===== config.mk =====
export PLATFORM = sky130hd
export DESIGN_NAME = mem_arbiter
export DESIGN_NICKNAME = d
export VERILOG_FILES = /design/src/rtl/mem_arb_pkg.sv /design/src/rtl/mem_arbiter_rr_arb2.sv /design/src/rtl/mem_arbiter.sv
export SDC_FILE = /design/constraint.sdc
export NUM_CORES = 1
export LEC_CHECK = 0
export ABC_AREA = 1
export BUFFER_PORTS_ARGS = -buffer_cell sky130_fd_sc_hd__buf_2
export CAP_MARGIN = 25
export CELL_PAD_IN_SITES_DETAIL_PLACEMENT = 1
export CELL_PAD_IN_SITES_GLOBAL_PLACEMENT = 1
export CORE_ASPECT_RATIO = 0.5
export CORE_MARGIN = 2
export CORE_UTILIZATION = 28
export DETAILED_ROUTE_END_ITERATION = 12
export PLACE_DENSITY_LB_ADDON = 0.3
export SLEW_MARGIN = 10
export SYNTH_ARGS = -nofsm -noshare
export SYNTH_HDL_FRONTEND = slang
export SYNTH_SLANG_ARGS = --single-unit

===== constraint.sdc =====
create_clock -name clk -period 1.41 [get_ports clk]
set_input_delay 0.282 -clock clk [delete_from_list [all_inputs] [get_ports clk]]
set_output_delay 0.282 -clock clk [all_outputs]
set_load 0.02 [all_outputs]

===== src/rtl/mem_arb_pkg.sv =====
// Shared types and constants for the unified-memory arbiter that serves
// the I-cache and D-cache miss paths.
package mem_arb_pkg;
    localparam int ADDR_W = 14;
    localparam int LINE_W = 64;

    localparam logic GNT_I = 1'b0;
    localparam logic GNT_D = 1'b1;

    typedef enum logic [2:0] {
        ST_IDLE   = 3'd0,
        ST_I_FILL = 3'd1,
        ST_D_WB   = 3'd2,
        ST_D_FILL = 3'd3,
        ST_RESP_I = 3'd4,
        ST_RESP_D = 3'd5
    } state_e;
endpackage


===== src/rtl/mem_arbiter_rr_arb2.sv =====
// Two-requester round-robin picker. On a tie the grant goes to whichever
// requester was not served last; the last-grant register is loaded at response time.
module rr_arb2
    import mem_arb_pkg::*;
(
    input  logic clk,
    input  logic rst,
    input  logic en_i,
    input  logic ireq_i,
    input  logic dreq_i,
    input  logic upd_i,
    input  logic upd_gnt_i,
    output logic valid_o,
    output logic gnt_o
);
    logic last_gnt_q;

    // Last-grant register; reset to GNT_I so the D side wins the first tie.
    always_ff @(posedge clk) begin
        if (rst) begin
            last_gnt_q <= GNT_I;
        end else if (upd_i) begin
            last_gnt_q <= upd_gnt_i;
        end else begin
            last_gnt_q <= last_gnt_q;
        end
    end

    // Grant selection, only meaningful while the arbiter is idle.
    always_comb begin
        valid_o = 1'b0;
        gnt_o   = GNT_D;
        if (en_i) begin
            valid_o = ireq_i | dreq_i;
            if (ireq_i && dreq_i) begin
                gnt_o = (last_gnt_q == GNT_D) ? GNT_I : GNT_D;
            end else if (ireq_i) begin
                gnt_o = GNT_I;
            end else begin
                gnt_o = GNT_D;
            end
        end else begin
            valid_o = 1'b0;
            gnt_o   = GNT_D;
        end
    end
endmodule


===== src/rtl/mem_arbiter.sv =====
// Sequences I-fill, D-writeback and D-fill traffic onto the single-ported
// unified memory; every memory-side strobe and response output is registered.
module mem_arbiter
    import mem_arb_pkg::*;
(
    input  logic              clk,
    input  logic              rst,
    input  logic              i_req,
    input  logic [ADDR_W-1:0] i_addr,
    input  logic              d_req,
    input  logic [ADDR_W-1:0] d_addr,
    input  logic              d_evict,
    input  logic [ADDR_W-1:0] d_evict_addr,
    input  logic [LINE_W-1:0] d_evict_data,
    output logic              i_done,
    output logic              d_done,
    output logic [LINE_W-1:0] fill_data,
    output logic              busy,
    output logic [ADDR_W-1:0] m_addr,
    output logic              m_re,
    output logic              m_we,
    output logic [LINE_W-1:0] m_wdata,
    input  logic [LINE_W-1:0] m_rdata,
    input  logic              m_rdy
);
    state_e            state_q;
    logic [ADDR_W-1:0] d_addr_q;
    logic [ADDR_W-1:0] m_addr_q;
    logic [LINE_W-1:0] m_wdata_q;
    logic [LINE_W-1:0] fill_data_q;
    logic              m_re_q;
    logic              m_we_q;
    logic              i_done_q;
    logic              d_done_q;
    logic              busy_q;

    logic arb_en_s;
    logic arb_valid_s;
    logic arb_gnt_s;
    logic resp_upd_s;
    logic resp_gnt_s;

    assign arb_en_s   = (state_q == ST_IDLE);
    assign resp_upd_s = (state_q == ST_RESP_I) || (state_q == ST_RESP_D);
    assign resp_gnt_s = (state_q == ST_RESP_D) ? GNT_D : GNT_I;

    rr_arb2 u_rr_arb2 (
        .clk       (clk),
        .rst       (rst),
        .en_i      (arb_en_s),
        .ireq_i    (i_req),
        .dreq_i    (d_req),
        .upd_i     (resp_upd_s),
        .upd_gnt_i (resp_gnt_s),
        .valid_o   (arb_valid_s),
        .gnt_o     (arb_gnt_s)
    );

    // Main sequencer: state, capture registers and all registered outputs.
    always_ff @(posedge clk) begin
        if (rst) begin
            state_q     <= ST_IDLE;
            d_addr_q    <= '0;
            m_addr_q    <= '0;
            m_wdata_q   <= '0;
            fill_data_q <= '0;
            m_re_q      <= 1'b0;
            m_we_q      <= 1'b0;
            i_done_q    <= 1'b0;
            d_done_q    <= 1'b0;
            busy_q      <= 1'b0;
        end else begin
            i_done_q <= 1'b0;
            d_done_q <= 1'b0;
            case (state_q)
                ST_IDLE: begin
                    if (arb_valid_s) begin
                        busy_q <= 1'b1;
                        if (arb_gnt_s == GNT_I) begin
                            state_q  <= ST_I_FILL;
                            m_re_q   <= 1'b1;
                            m_addr_q <= i_addr;
                        end else begin
                            // Fill address is held locally so the writeback can run first.
                            d_addr_q <= d_addr;
                            if (d_evict) begin
                                state_q   <= ST_D_WB;
                                m_we_q    <= 1'b1;
                                m_addr_q  <= d_evict_addr;
                                m_wdata_q <= d_evict_data;
                            end else begin
                                state_q  <= ST_D_FILL;
                                m_re_q   <= 1'b1;
                                m_addr_q <= d_addr;
                            end
                        end
                    end
                end
                ST_I_FILL: begin
                    if (m_rdy) begin
                        m_re_q      <= 1'b0;
                        fill_data_q <= m_rdata;
                        i_done_q    <= 1'b1;
                        state_q     <= ST_RESP_I;
                    end
                end
                ST_D_WB: begin
                    if (m_rdy) begin
                        m_we_q   <= 1'b0;
                        m_re_q   <= 1'b1;
                        m_addr_q <= d_addr_q;
                        state_q  <= ST_D_FILL;
                    end
                end
                ST_D_FILL: begin
                    if (m_rdy) begin
                        m_re_q      <= 1'b0;
                        fill_data_q <= m_rdata;
                        d_done_q    <= 1'b1;
                        state_q     <= ST_RESP_D;
                    end
                end
                ST_RESP_I, ST_RESP_D: begin
                    busy_q  <= 1'b0;
                    state_q <= ST_IDLE;
                end
                default: begin
                    state_q <= ST_IDLE;
                    m_re_q  <= 1'b0;
                    m_we_q  <= 1'b0;
                    busy_q  <= 1'b0;
                end
            endcase
        end
    end

    assign i_done    = i_done_q;
    assign d_done    = d_done_q;
    assign fill_data = fill_data_q;
    assign busy      = busy_q;
    assign m_addr    = m_addr_q;
    assign m_re      = m_re_q;
    assign m_we      = m_we_q;
    assign m_wdata   = m_wdata_q;
endmodule


==> flow_summary_export.csv, run 1 <==
group,metric,value,unit
placed_design,gp_congestion,0.796,
floorplan,initial_core_util,28.6,%
placed_design,dpl.hpwl,16500,um
worst_setup_path,critical_path_class,"reg -> reg",
yosys,synth_nets,1055,
floorplan,ios,323,
worst_setup_path,path_cells,"inv_2 -> nand2_2 -> nor2_4 -> nand4_4 -> buf_12 -> buf_12 -> o21ai_1 -> a21oi_1",
worst_setup_path,cp_top_family,"buffers and inverters",
placed_design,io_buffers,322,
route,first_iter_violations,335,
yosys,ys_top_cells_by_area,"dfxtp_1, a21oi_1, nor2_1",
yosys,synth_fa_ha_area_share,0,%
yosys,synthCells,879,
power_and_ir_drop,power.density,1520,nW/um2
route,wl,23400,um
yosys,synth_top_area_cell,"dfxtp_1",
yosys,avgSynthCellArea,7.44,um2
timing,fin_crit_sh,99.7,%
route,drt.antenna.violating_nets,0,
timing,relSlewSlack,79.1,%
clock_network,clk_pin_slew,0.06,ns
outcome,outcome,"finished clean",
clock_network,htreeDepth,4,
yosys,synth_compound_area_share,20.8,%
final_layout,drive_gt1_share,39.2,%
route,drc,0,
final_layout,layout_common_cells,"buf_2, dfxtp_1, nor2_1, inv_1, a21oi_1",
floorplan,die_w,220,um
yosys,seq_area_frac_synth,50.5,%
timing,max_freq,711,MHz
route,via_count,6882,
final_layout,fin_cells,1527,
final_layout,post-route-cell-area,9680,um2
final_layout,syn2layout_area_growth,48.0,%
timing,worst-slew-pin-transition,0.310,ns
final_layout,final_common_cell,"buf_2",
worst_setup_path,critPathCaptureType,"flip-flop",
worst_setup_path,crit_fanout,28,
yosys,yosys_warnings,0,
yosys,synthSimpleGateAreaFrac,16.0,%
clock_network,ctsHoldBuffers,0,
grt,track_usage,18.5,%
timing,min_period,1.41,ns
yosys,synth_top_area_share,50.5,%
yosys,synth_cell_type_count,22,
yosys,synth_top_family_by_area,"compound AO/OA/AOI/OAI gates",
timing,fin_skew,0.00760,ns
placed_design,place_inst,1481,
final_layout,final_nets,1381,
clock_network,cts_tree,"yes",
yosys,synthXorXnorAreaFrac,0,%
timing,rsz0062_at_grt,"true",
floorplan,core,22900,um2
worst_setup_path,cpPeakStageDelay,0.37,ns
timing,slew_viol_final,0,
grt,antenna_found_initial,3,
min_path,hold_class,"in -> reg",
final_layout,fin_util,42.3,%
floorplan,die_area,24700,um2
worst_setup_path,crit_top_cell,"buf_12",
timing,finalHoldViolations,0,
grt,grt_pass1_vias,6851,
timing,setup_viol,0,
placed_design,postPlaceCellArea,8550,um2
min_path,hp-start,"m_rdata[15]",
floorplan,rows,39,
yosys,muxShareOfSynthArea,0,%
clock_network,clk_latency,0.44,ns
floorplan,die_h,112,um
route,drt_first_pass_iters,4,
route,wl_per_cell,15.3,um
power_and_ir_drop,peakVddDrop,688,uV
yosys,synth-seq-cells,165,
grt,grt_overflow,0,
worst_setup_path,cpMaxStageDelayCell,"dfxtp_4",
worst_setup_path,cp_num_buf_inv,3,
grt,grt_max_degree,41,
flow_run,drv_cap,0,
worst_setup_path,crit_start,"state_q[2]",
clock_network,clock_path_buffers,2,
worst_setup_path,reg2reg_from,"state_q[2]",
route,via_per_inst,4.51,
clock_network,cts-buffers-inserted,17,
clock_network,cts_root_buf,"clkbuf_16",
grt,grt_pass1_wl,35700,um
worst_setup_path,critPathLaunchType,"flip-flop",
worst_setup_path,cp_data_required_time,1.73,ns
worst_setup_path,arrival,1.73,ns
clock_network,clock-sinks,165,
power_and_ir_drop,leakage,4.64,nW
yosys,syn-cell-area,6540,um2
worst paths after layout:
kind	to	slack [ns]	depth (start not counted)
max	m_wdata[56]	0.004	8
min	fill_data[15]	0.08	3
max reg2reg	m_wdata[56]	0.004	8
min reg2reg	m_wdata[10]	0.44	2
registers in the layout, summed over array words and instances, names as in the netlist:
signal,count
m_we,1
d_addr_q,14
i_done,1
state_q,3
m_addr,14
m_wdata,64
d_done,1
fill_data,64
u_rr_arb2.last_gnt_q,1
busy,1
m_re,1
kinds of logic after synthesis:
| group | Yosys count |
|---|---|
| DFF | 165 |
| and+or+nand+nor | 254 |
| buffers and inverters | 189 |
| AOI/OAI and AO/OA | 271 |
power breakdown:
group	leakage (nW)	internal [W]	total, W	switching [W]
clock network	0.271	0.00273	0.00466	0.00193
registers	1.36	0.00534	0.00569	0.000347
logic	3.01	0.00165	0.00439	0.00275
timing repair:
item / in CTS / in global routing
setup buffers: 3 / 5
hold endpoints to repair: 0 / 0
gates cloned: 2 / 2
gates resized for setup: 40 / 118
endpoints found under the setup margin: 83 / 113
pin swaps: 2 / 10
area by class of cell:
cell class / instances / area (um2)
fillers: 2874 / 13200
flip-flops and latches: 165 / 3310
multi-input cells: 525 / 2700
repair buffers: 362 / 2170
inverters: 133 / 518
clock buffers: 23 / 478
well taps: 307 / 384
clock inverters: 8 / 100
repair inverters: 1 / 8.76
diodes: 3 / 7.51
synth_stat cells (all sizes together):
| cell type | number |
|---|---|
| a21o | 1 |
| o21ai | 160 |
| nand3 | 20 |
| buf | 37 |
| clkinv | 1 |
| clkbuf | 19 |
| nor2 | 143 |
| a21oi | 110 |
| nand4 | 1 |
| nand2 | 88 |
| nor4 | 2 |
| dfxtp | 165 |
| inv | 132 |
routing by layer:
metal / vias up / wire length (um) / global-route usage, % / part of all wire, %
met2: 145 / 12300 / 33.3 / 52
met4: 0 / 390 / 8.01 / 1.7
li1: 3438 / - / - / -
met5: - / 0 / 0 / 0
met3: 27 / 1150 / 4.36 / 4.9
met1: 3272 / 9590 / 20.9 / 41
stage by stage:
step	power [W]	setup TNS [ns]	hold WS (ns)	setup WS [ns]
after floorplan	0.00816	0	0.351	0.0877
after CTS	0.0146	-0.296	0.0599	-0.0246
final	0.0147	0	0.0834	0.00446
after global routing	0.0156	-2.37	0.0805	-0.0807
after global placement	0.00952	-0.000944	0.427	-0.000944
after detailed placement	0.00967	-1.53	0.432	-0.0647
worst min-delay path, delay by kind of cell:
family	cells	cell delay, ns
buf+inv	1	0.07
simple gates	1	0.07
compound gates	1	0.06
No activity file was read; power rests on OpenSTA's default activity.
==> inputs of run 2 (changes only) <==
Settings changed: ABC_AREA 1 to default, CORE_UTILIZATION 28 to 29.
==> flow_summary_export.csv, run 2 <==
group,metric,value,unit
worst_setup_path,reg2reg_to,"m_wdata[56]",
floorplan,die_area,23200,um2
route,dr_wl_met3,843,um
floorplan,core,21600,um2
worst_setup_path,critPathCaptureType,"flip-flop",
yosys,synth_top_area_share,52.0,%
timing,relSlewSlack,71.9,%
route,via_count,6339,
timing,setup_viol,14,
floorplan,initial_core_util,29.4,%
grt,track_usage,18.1,%
clock_network,clk_pin_slew,0.07,ns
worst_setup_path,r2r_setup_slack,-0.02,ns
yosys,synth_cell_type_count,38,
route,route.met2.wl,12100,um
yosys,avgSynthCellArea,8.53,um2
route,wl,23100,um
floorplan,rows,38,
yosys,yosys_warnings,0,
route,via_per_inst,4.55,
grt,antenna_found_initial,0,
route,first_iter_violations,240,
yosys,ys_top_cells_by_count,"nand2_1, dfxtp_1, a21oi_1",
grt,grt_pass1_wl,32800,um
floorplan,die_w,213,um
clock_network,cts_tree,"yes",
floorplan,ios,323,
timing,slew_viol_final,0,
power_and_ir_drop,peakVddDrop,688,uV
min_path,hold_class,"in -> reg",
route,drc,0,
timing,worst-slew-pin-transition,0.422,ns
worst_setup_path,arrival,1.74,ns
worst_setup_path,reg2reg_from,"u_rr_arb2.last_gnt_q",
grt,grt_overflow,0,
timing,finalWorstSetupSlack,-0.0220,ns
timing,setup_tns,-0.106,ns
yosys,yosysMostFrequentCell,"nand2_1",
route,drt_first_pass_iters,4,
timing,finalHoldViolations,0,
yosys,syn-cell-area,6350,um2
clock_network,ctsHoldBuffers,0,
route,drt.antenna.violating_nets,0,
final_layout,final_nets,1257,
worst_setup_path,cp_data_required_time,1.71,ns
yosys,synth_nets,920,
timing,fin_crit_sh,102,%
yosys,ys_top_cells_by_area,"dfxtp_1, nand2_1, a21oi_1",
outcome,outcome,"finished, violations left",
yosys,synth_enable_flop_cells,0,
clock_network,clock_path_buffers,2,
grt,grt_max_degree,65,
power_and_ir_drop,leakage,4.33,nW
yosys,ys.flop_type,"dfxtp_1",
worst_setup_path,crit_fanout,17,
worst_setup_path,critPathLaunchType,"flip-flop",
flow_run,drv_cap,0,
worst_setup_path,crit_end,"m_wdata[56]",
route,route.layer.met1.wl,9740,um
placed_design,dpl.hpwl,15300,um
final_layout,drive_gt1_share,44.2,%
floorplan,die_h,109,um
final_layout,antenna_cells,0,
yosys,synth_top_area_cell,"dfxtp_1",
final_layout,layout_common_cells,"buf_2, nand2_1, dfxtp_1, a21oi_1, nor2_1",
yosys,seq_area_frac_synth,52.0,%
final_layout,fillers,2641,
route,top_layer,"met4",
outcome,violations,"negative setup slack",
worst_setup_path,critical_path_class,"reg -> reg",
clock_network,clock-sinks,165,
yosys,synth-seq-cells,165,
timing,max_freq,698,MHz
route,wl_per_cell,16.6,um
worst_setup_path,crit_start,"u_rr_arb2.last_gnt_q",
timing,rsz0062_at_grt,"true",
placed_design,gp_congestion,0.730,
grt,grt_pass1_vias,6323,
clock_network,cts_root_buf,"clkbuf_16",
clock_network,clk_latency,0.42,ns
final_layout,syn2layout_area_growth,52.4,%
power_and_ir_drop,power.density,1370,nW/um2
clock_network,htreeDepth,4,
timing,hold_ws,0.0916,ns
timing,min_period,1.43,ns
timing,fin_skew,0.00873,ns
final_layout,final_common_cell,"buf_2",
placed_design,io_buffers,322,
worst_setup_path,r2r_cells,7,
yosys,synthArstFlopShare,0,%
yosys,synthCells,744,
clock_network,cts-buffers-inserted,17,
-- run 2: cell type report --
type | instances | area, um2 | area share [%]
clock buffer | 20 | 457 | 4.72
clock inverter | 12 | 249 | 2.57
inverter | 2 | 7.51 | 0.0776
multi-input combinational | 521 | 2910 | 30.0
sequential | 165 | 3320 | 34.3
tap | 300 | 375 | 3.88
timing repair buffer | 374 | 2360 | 24.4
-- run 2: critical path: stages, from the launching register on --
cell      delay (ns)
dfxtp_4         0.37
a21boi_4        0.17
buf_6           0.12
nand4b_1        0.16
buf_6           0.19
buf_12          0.15
nand2_1         0.08
a21oi_1         0.07
-- run 2: worst min path at each step --
stage	startpoint	depth (start not counted)	endpoint	slack, ns
floorplan	m_rdata[14]	2	fill_data[14]	0.42
detailed placement	m_wdata[12]	2	m_wdata[12]	0.44
CTS	d_evict_data[0]	3	m_wdata[0]	0.07
global placement	fill_data[48]	2	fill_data[48]	0.44
global route	m_rdata[62]	3	fill_data[62]	0.07
finish	d_evict_data[34]	3	m_wdata[34]	0.09
-- run 2: routing by layer --
layer  vias up  track usage, %
met5         -               0
li1       3149               -
met1      3038            20.6
met3        30            3.80
met4         0            6.65
met2       122            33.7
-- run 2: cells by family (layout without fill, tap and decap cells) --
kind of cell           count (synthesis)  in the layout  share of synthesized area (%)
AND/OR/NAND/NOR                      323            323                           20.4
AO/OA/AOI/OAI                        169            169                           17.2
flip-flops                           165            165                           52.0
buffers and inverters                 58            408                           5.54
multiplexers                          29             29                           4.85
-- run 2: timing repair --
item                       CTS  global route
setup buffers                4             3
cloned                       1             8
resized for setup           17            40
setup endpoints to repair  131           108
pin swaps                    2             4
-- run 2: metrics by stage --
stage | power (W) | instances | area (um2) | setup WS (ns) | utilization (%)
CTS | 0.0132 | 1383 | 9290 | -0.00346 | 43.0
finish | 0.0133 | 1394 | 9670 | -0.0220 | 44.8
floorplan | 0.00652 | 744 | 6350 | 0.0275 | -
global placement | 0.00740 | 1346 | 8440 | -0.0730 | 39.1
detailed placement | 0.00746 | 1346 | 8440 | -0.166 | 39.1
global route | 0.0138 | 1394 | 9670 | -0.0790 | 44.8
-- run 2: power breakdown --
group / internal (W) / total, W / switching (W)
registers: 0.00496 / 0.00513 / 0.000166
logic: 0.00113 / 0.00257 / 0.00144
clock network: 0.00360 / 0.00555 / 0.00195
==> inputs of run 3 (changes only) <==
Clock period 1.41 ns to 1.3 ns, I/O delays scaled along.
==> flow_summary_export.csv, run 3 (same netlist as run 2, synthesis figures left out) <==
group,metric,value,unit
worst_setup_path,crit_fanout,16,
final_layout,drive_gt1_share,58.4,%
worst_setup_path,path_cells,"buf_6 -> a21boi_4 -> buf_6 -> nand4b_1 -> buf_6 -> clkbuf_16 -> nand2_1 -> a21oi_1",
grt,grt_overflow,0,
min_path,hold_class,"in -> reg",
worst_setup_path,cpPeakStageDelay,0.33,ns
floorplan,die_w,213,um
timing,hold_ws,0.0457,ns
floorplan,core,21600,um2
worst_setup_path,critPathLaunchType,"flip-flop",
route,wl,27300,um
power_and_ir_drop,peakVddDrop,525,uV
timing,fin_crit_sh,118,%
clock_network,cts_tree,"yes",
grt,grt_pass1_wl,36200,um
route,wl_per_cell,19.2,um
timing,slew_viol_final,0,
final_layout,final_common_cell,"buf_2",
worst_setup_path,cp_data_required_time,1.62,ns
timing,finalHoldViolations,0,
timing,rsz0062_at_grt,"true",
timing,worst-slew-pin-transition,0.358,ns
route,drt.antenna.violating_nets,0,
grt,grt_max_degree,65,
floorplan,ios,323,
placed_design,io_buffers,322,
worst_setup_path,cpMaxStageDelayCell,"dfxtp_2",
worst_setup_path,crit_top_cell,"buf_6",
power_and_ir_drop,power.density,1310,nW/um2
worst_setup_path,critPathCaptureType,"flip-flop",
grt,track_usage,20.9,%
route,drc,0,
outcome,violations,"negative setup slack",
clock_network,clk_latency,0.44,ns
route,first_iter_violations,230,
clock_network,clk_pin_slew,0.07,ns
worst_setup_path,arrival,1.85,ns
route,drt_first_pass_iters,4,
route,via_per_inst,4.70,
clock_network,ctsHoldBuffers,0,
timing,fin_skew,0.00934,ns
power_and_ir_drop,leakage,5.01,nW
final_layout,final_nets,1283,
final_layout,fin_util,50.7,%
placed_design,place_ws,-0.436,ns
clock_network,cts_root_buf,"clkbuf_16",
route,via_count,6694,
timing,min_period,1.53,ns
timing,relSlewSlack,76.1,%
placed_design,dpl.hpwl,15900,um
timing,setup_viol,158,
floorplan,die_h,109,um
grt,antenna_found_initial,3,
final_layout,syn2layout_area_growth,72.3,%
grt,grt_pass1_vias,6692,
clock_network,clock_path_buffers,2,
clock_network,htreeDepth,4,
flow_run,drv_cap,0,
floorplan,die_area,23200,um2
clock_network,clock-sinks,165,
worst_setup_path,critical_path_class,"reg -> reg",
clock_network,cts-buffers-inserted,17,
placed_design,gp_congestion,0.765,
timing,max_freq,653,MHz
floorplan,initial_core_util,29.4,%
outcome,outcome,"finished, violations left",
floorplan,rows,38,
timing,finalWorstSetupSlack,-0.231,ns
final_layout,layout_common_cells,"buf_2, nand2_1, dfxtp_1, a21oi_2, a21oi_1",
==> run 3: cell count changes in the layout (fill, tap and decap cells not counted), moves of 8 or more <==
cell     previous run  this run
nand2_4             0        50
nand2_2             3        42
a21oi_1           112        56
buf_12             16        24
a21oi_2            18        74
buf_16              1        10
buf_6               7        18
nand2_1           268       179
==> run 3: cell type report <==
type	count	area, um2
Multi-Input combinational cell	521	3680
Antenna cell	3	7.51
Tap cell	300	375
Inverter	2	7.51
Clock buffer	23	488
Fill cell	2516	10600
Clock inverter	9	100
Timing Repair Buffer	400	2970
Sequential cell	165	3320
==> run 3: power by group <==
part           total (W)  switching [W]  internal, W
combinational    0.00358        0.00193      0.00165
sequential       0.00558       0.000194      0.00539
clock            0.00514        0.00212      0.00301
total             0.0143        0.00425       0.0101
==> run 3: path summary, 6_finish.rpt <==
kind | to | slack [ns] | cells past startpoint | from
worst min-delay path | fill_data[2] | 0.05 | 3 | m_rdata[2]
worst max-delay path | m_wdata[5] | -0.23 | 8 | u_rr_arb2.last_gnt_q
worst max register to register | m_wdata[5] | -0.23 | 8 | u_rr_arb2.last_gnt_q
worst min register to register | m_wdata[10] | 0.45 | 2 | m_wdata[10]
==> run 3: through the flow <==
stage / power [W] / instance area (um2) / TNS [ns] / std cells
3_3_place_gp: 0.00804 / 8460 / -14.99 / 1344
6_report: 0.0143 / 10900 / -22.77 / 1423
4_1_cts: 0.0138 / 9760 / -19.81 / 1403
2_1_floorplan: 0.00709 / 6390 / -0.0241 / 744
3_5_place_dp: 0.00811 / 8460 / -21.35 / 1344
5_1_grt: 0.0149 / 10900 / -30.02 / 1422
==> run 3: worst max-delay path: cells and delay by family (launching register included) <==
family | cells | cell delay, ns
AOI/OAI and AO/OA | 2 | 0.24
buffers and inverters | 4 | 0.62
DFF | 1 | 0.33
and+or+nand+nor | 2 | 0.20
==> run 3: layer usage <==
| metal | share of wire, % | GRT usage (%) | wire length [um] |
|---|---|---|---|
| met2 | 53 | 37.4 | 14500 |
| met3 | 3.8 | 5.07 | 1030 |
| met1 | 41 | 23.7 | 11100 |
| met4 | 2.5 | 9.72 | 695 |
| met5 | 0 | 0 | 0 |
==> run 3: repair_timing <==
action,CTS,global route
resized for setup,51,247
setup buffers,15,9
cloned,12,11
endpoints found under the setup margin,121,161
hold endpoints to repair,0,0
pin swaps,13,110
